===== src/rtl/logic_fu_pipe.sv =====
// rtl/logic_fu_pipe.sv - pipelined bitwise logic functional unit with tag, zero flag and valid/ready handshake
//
// Purpose:
//   Executes one of eight bitwise ops per instruction and carries the ROB /
//   physical-destination tag through a STAGES-deep elastic pipeline. The op
//   and zero flag are computed in front of stage 0; later stages only delay.
//   Bubbles compress under a downstream stall, and flush kills every
//   in-flight op at the next rising edge.
//
// Optional feature (macro LOGIC_FU_POPCNT_EN):
//   When defined, stage 0 also captures the population count of the result,
//   and that count travels with the op to out_popcnt. When undefined,
//   out_popcnt is tied to 0 and no popcount logic is built.
//
// Ports:
//   clk         in   rising-edge clock
//   rst_n       in   asynchronous active-low reset
//   flush       in   synchronous kill of all in-flight ops
//   in_valid    in   input op valid
//   in_ready    out  unit can accept an op this cycle
//   in_op       in   op select: 0 AND, 1 OR, 2 XOR, 3 NOR, 4 NAND, 5 XNOR, 6 ANDN, 7 ORN
//   in_a        in   operand A
//   in_b        in   operand B
//   in_tag      in   instruction tag
//   out_valid   out  result valid
//   out_ready   in   consumer accepts result
//   out_result  out  result
//   out_zero    out  1 when out_result == 0 (0 while out_valid is 0)
//   out_tag     out  tag of result
//   out_popcnt  out  population count of out_result (0 without the feature)
module logic_fu_pipe #(
    parameter int WIDTH  = 64,
    parameter int TAG_W  = 6,
    parameter int STAGES = 2
) (
    input  logic                         clk,
    input  logic                         rst_n,
    input  logic                         flush,
    input  logic                         in_valid,
    output logic                         in_ready,
    input  logic [2:0]                   in_op,
    input  logic [WIDTH-1:0]             in_a,
    input  logic [WIDTH-1:0]             in_b,
    input  logic [TAG_W-1:0]             in_tag,
    output logic                         out_valid,
    input  logic                         out_ready,
    output logic [WIDTH-1:0]             out_result,
    output logic                         out_zero,
    output logic [TAG_W-1:0]             out_tag,
    output logic [$clog2(WIDTH+1)-1:0]   out_popcnt
);

    localparam int PCW  = $clog2(WIDTH + 1);
    localparam int LAST = STAGES - 1;

    typedef enum logic [2:0] {
        OP_AND  = 3'd0,
        OP_OR   = 3'd1,
        OP_XOR  = 3'd2,
        OP_NOR  = 3'd3,
        OP_NAND = 3'd4,
        OP_XNOR = 3'd5,
        OP_ANDN = 3'd6,
        OP_ORN  = 3'd7
    } op_e;

    logic [STAGES-1:0] valid_q;
    logic [STAGES-1:0] valid_d;
    logic [STAGES-1:0] load;
    logic [WIDTH-1:0]  result_q [STAGES];
    logic [STAGES-1:0] zero_q;
    logic [TAG_W-1:0]  tag_q    [STAGES];

    logic [WIDTH-1:0]  op_result;
    logic              op_zero;
    logic              accept;

    // Stage k may load when it is empty or drains into k+1, which recursively
    // unrolls to: out_ready, or any empty stage from k to the last. Written in
    // closed form so the per-stage terms do not chain through each other.
    for (genvar k = 0; k < STAGES; k++) begin : g_load
        assign load[k] = out_ready | ~(&valid_q[LAST:k]);
    end

    assign in_ready = load[0] & ~flush;
    assign accept   = in_valid & in_ready;

    always_comb begin
        op_result = '0;
        case (op_e'(in_op))
            OP_AND:  op_result = in_a & in_b;
            OP_OR:   op_result = in_a | in_b;
            OP_XOR:  op_result = in_a ^ in_b;
            OP_NOR:  op_result = ~(in_a | in_b);
            OP_NAND: op_result = ~(in_a & in_b);
            OP_XNOR: op_result = ~(in_a ^ in_b);
            OP_ANDN: op_result = in_a & ~in_b;
            OP_ORN:  op_result = in_a | ~in_b;
            default: op_result = '0;
        endcase
    end

    assign op_zero = ~|op_result;

    // A stage that cannot load is necessarily full and holding, so keeping its
    // valid bit is correct; a loading stage inherits its predecessor's valid.
    always_comb begin
        valid_d = valid_q;
        if (flush) begin
            valid_d = '0;
        end else begin
            if (load[0]) begin
                valid_d[0] = accept;
            end
            for (int k = 1; k < STAGES; k++) begin
                if (load[k]) begin
                    valid_d[k] = valid_q[k-1];
                end
            end
        end
    end

    // Data registers only move when carrying a live op, so idle stages keep
    // their last contents instead of sampling undriven inputs.
    always_ff @(posedge clk or negedge rst_n) begin
        if (!rst_n) begin
            valid_q <= '0;
            zero_q  <= '0;
            for (int k = 0; k < STAGES; k++) begin
                result_q[k] <= '0;
                tag_q[k]    <= '0;
            end
        end else begin
            valid_q <= valid_d;
            if (accept) begin
                result_q[0] <= op_result;
                zero_q[0]   <= op_zero;
                tag_q[0]    <= in_tag;
            end
            for (int k = 1; k < STAGES; k++) begin
                if (load[k] && valid_q[k-1]) begin
                    result_q[k] <= result_q[k-1];
                    zero_q[k]   <= zero_q[k-1];
                    tag_q[k]    <= tag_q[k-1];
                end
            end
        end
    end

    assign out_valid  = valid_q[LAST];
    assign out_result = result_q[LAST];
    assign out_zero   = valid_q[LAST] & zero_q[LAST];
    assign out_tag    = tag_q[LAST];

`ifdef LOGIC_FU_POPCNT_EN
    logic [PCW-1:0] pop_q [STAGES];
    logic [PCW-1:0] op_pop;

    always_comb begin
        op_pop = '0;
        for (int i = 0; i < WIDTH; i++) begin
            op_pop = op_pop + PCW'(op_result[i]);
        end
    end

    always_ff @(posedge clk or negedge rst_n) begin
        if (!rst_n) begin
            for (int k = 0; k < STAGES; k++) begin
                pop_q[k] <= '0;
            end
        end else begin
            if (accept) begin
                pop_q[0] <= op_pop;
            end
            for (int k = 1; k < STAGES; k++) begin
                if (load[k] && valid_q[k-1]) begin
                    pop_q[k] <= pop_q[k-1];
                end
            end
        end
    end

    assign out_popcnt = pop_q[LAST];
`else
    assign out_popcnt = '0;
`endif

endmodule

===== config.mk =====
export PLATFORM = sky130hd
export DESIGN_NAME = logic_fu_pipe
export DESIGN_NICKNAME = d
export VERILOG_FILES = /design/src/rtl/logic_fu_pipe.sv
export SDC_FILE = /design/constraint.sdc
export NUM_CORES = 1
export LEC_CHECK = 0
export ABC_AREA = 1
export CAP_MARGIN = 15
export CELL_PAD_IN_SITES_DETAIL_PLACEMENT = 1
export CELL_PAD_IN_SITES_GLOBAL_PLACEMENT = 2
export CORE_MARGIN = 4
export CORE_UTILIZATION = 32
export DETAILED_ROUTE_END_ITERATION = 8
export MAX_ROUTING_LAYER = met4
export PLACE_DENSITY_LB_ADDON = 0.1
export SYNTH_ARGS = -nofsm -noshare
export SYNTH_HDL_FRONTEND = slang
export SYNTH_SLANG_ARGS = --single-unit

===== constraint.sdc =====
create_clock -name clk -period 2.4 [get_ports clk]
set_clock_uncertainty 0.15 [all_clocks]
set_input_delay 0.48 -clock clk [delete_from_list [all_inputs] [get_ports clk]]
set_output_delay 0.48 -clock clk [all_outputs]
set_load 0.02 [all_outputs]

==> results of run 1 <==
## kinds of logic after synthesis
| logic type | after synthesis | share of synthesized area |
|---|---|---|
| simple gates | 863 | 0.260 |
| buf+inv | 472 | 0.150 |
| fa+ha+maj | 256 | 0.222 |
| compound gates | 212 | 0.0750 |
| flops | 144 | 0.250 |
| mux | 55 | 0.0427 |
| other cells | 1 | 0.000260 |
## routing by layer
layer  share of wire  track usage
met4           0.014       0.0486
met3           0.031       0.0210
met1            0.49        0.299
met5               0            -
met2            0.47        0.350
## what timing repair did
action                     4_1_cts  5_1_grt
hold buffers                     1        0
setup endpoints to repair        1        1
hold endpoints to repair        43        0
resized for setup                2       38
gates cloned                     0        0
setup buffers                    0       10
pin swaps                        0       21
## path summary, 6_finish.rpt
check                              start        endpoint  slack [ns]  cells after the start
max                             in_b[60]       zero_q[0]        0.14                     15
min                        result_q[103]   result_q[103]        0.33                      2
max reg2reg                   valid_q[0]       zero_q[0]        0.56                     11
min reg2reg                result_q[103]   result_q[103]        0.33                      2
max in group asynchronous          rst_n  out_result[60]        1.11                      3
min in group asynchronous          rst_n    result_q[74]        0.41                      2
## flip-flops by register name (all words and copies together) (netlist names)
signal	count
result_q	64
out_result	64
tag_q	6
valid_q	2
out_tag	6
zero_q	2
## worst max-delay path: cells and delay by family
kind	cells	cell delay, ns
adder cells (fa/ha/maj)	1	0.28
AND/OR/NAND/NOR	11	1.11
buffers and inverters	3	0.61
## stage by stage
step           hold slack [ns]   util
2_1_floorplan           0.0344      -
3_3_place_gp             0.297  0.431
3_5_place_dp             0.301  0.431
4_1_cts                  0.339  0.445
5_1_grt                  0.353  0.452
6_report                 0.332  0.452
## power groups by stage
stage	clock (mW)	combinational (mW)	sequential, mW
floorplan	0	2.23	3.15
global placement	0	3.83	3.24
detailed placement	0	3.93	3.28
CTS	2.85	3.94	3.24
global route	2.98	4.37	3.29
finish	2.79	3.97	3.23
## cells in the final DEF (no fill, tap or decap), types with 6 or more instances in the layout
cell             count
nand3_1             52
clkdlybuf4s50_1    205
o21ai_1             10
o22ai_1             17
nor3_1               6
inv_2                9
inv_1              285
nand2_1            435
nand4_1             92
ha_4                 6
o21ai_0            184
buf_4              332
nor2_2              13
mux2_2              52
nand3b_1            19
buf_12              23
ha_1               250
or2_2               18
dfrtp_1            144
nand3_2             15
conb_1               7
diode_2              6
or2_1               10
clkbuf_16           17
nor2_1             194
## final cells by class
cell class / count / area (µm²)
Clock inverter: 10 / 158
Tap cell: 592 / 741
Clock buffer: 22 / 474
Fill cell: 5509 / 24400
Antenna cell: 6 / 15.0
Inverter: 294 / 1100
Timing Repair Buffer: 569 / 5090
Sequential cell: 144 / 3600
Multi-Input combinational cell: 1393 / 8870
==> metrics, run 1 <==
status=completed; starting density of the core=0.325; number of synthesized flops with an enable pin=0; peak fanout along the critical path=2; # IOs=about 220; design area=between 20000 and 25000 µm²; HP Class=reg -> reg; Sw Share=0.333; syn avg cell area=a little over 7 µm²; sw power=between 3 and 4 mW; crit-path cells=clkdlybuf4s50_1 > inv_1 > ha_4 > inv_1 > nand4_1 > nand2_1 > nor2_1 > nand3_2 > nor2_1 > nand2_1 > nor2_1 > nand2_1 > nor2_1 > nand3_1 > nand2_1; DR vias=between 10000 and 15000; routability cong.=around 0.83; Die ar.=between 40000 and 50000 µm²; GRT overflow=0; die width=roughly 220 µm; H-Tree Level Count=4; Slowest-stage cell, CP=clkdlybuf4s50_1; crit path kind=in -> reg; max cap viols=0; synth cell count leaders=437 x nand2_1, 287 x inv_1, 256 x ha_1; initial antenna violation count=6; Setup Viol. Count Final=0; wire length per cell=about 17 µm; final cell count without fillers=3030; Overall Power=around 10 mW; Pint=6.66 mW; Worst-Skew Late Latency=between 0.4 and 0.5 ns; setup TNS=0 ns; Distinct cells, synth=31; Overall Global Routing Usage=0.218; CTS tree=yes; top-area cell type share of the netlist area=0.250; Mapped Area=roughly 14000 µm²; Core Area=roughly 44000 µm²; Req. time, crit path=2.62 ns; fin. max-slew vios=0; critical path endpoint category=flip-flop; Iteration-0 DRC Markers=roughly 590; #FFs+latches synth=approximately 140; CTS Buf Count=17; final worst setup slack=0.137 ns; Synth warnings=0; CP max stage delay=between 0.4 and 0.5 ns; first-pass GRT wire length=roughly 80000 µm; Max Fclk=0.442 GHz; dpl cells=2981; Most used DFF post-synth=dfrtp_1; Setup WS pre-CTS=-0.428 ns; leading area contributor after synthesis=dfrtp_1; Clock Sinks=between 100 and 150; final hold viol count=0; Detail Placement HPWL=just over 40000 µm; Pre-antenna DRT Iters=5; Critical Path Start Type=primary input; port bufs=around 210; placed cell area=around 19000 µm²; FP Rows=77; Die Ht=about 220 µm; fin crit share=0.943; clock root cell=clkbuf_16; vias in the first global route=~15000; largest net degree at the start of global routing=50; DRC viols=0; layout cells sized above 1=0.209; gate count after technology mapping=~2000; sequential share of power=0.323; clock group share of total power=0.279; Seq/Total Area, Yosys=0.250; most frequent cell after synthesis=nand2_1; Max Root-Sink Buffers=2; Area growth, synth to finish=39.0%; Combinational Power Share=0.397; ys async rst share=1.00; fin crit period=about 2.3 ns; Leak=roughly 11 nW; Antenna Nets Post-Route=0; DRT Wirelength=51600 µm; ranking of synthesized cells by area=dfrtp_1 25%, ha_1 22%, nand2_1 11%; arrival time at the worst endpoint=about 2.5 ns; power per cell area=498 nW/µm²; peak supply drop=a little under 0.6 mV; Layout Nets=around 2800; vias per inst=approximately 4.7; clk slew on worst S/H paths=roughly 0.060 ns
Note: power is estimated with default switching activity, not from simulation.
==> run 2, diff against run 1 <==
CTS_CLUSTER_DIAMETER = 80   (was unset)
SLEW_MARGIN = 20   (was unset)
==> results of run 2 <==
The final DEF is identical to that of run 1; final timing and power are the same.
==> run 3, diff against run 2 <==
ABC_CLOCK_PERIOD_IN_PS = 2400   (was unset)
==> results of run 3 <==
The final DEF is identical to that of run 1; final timing and power are the same.
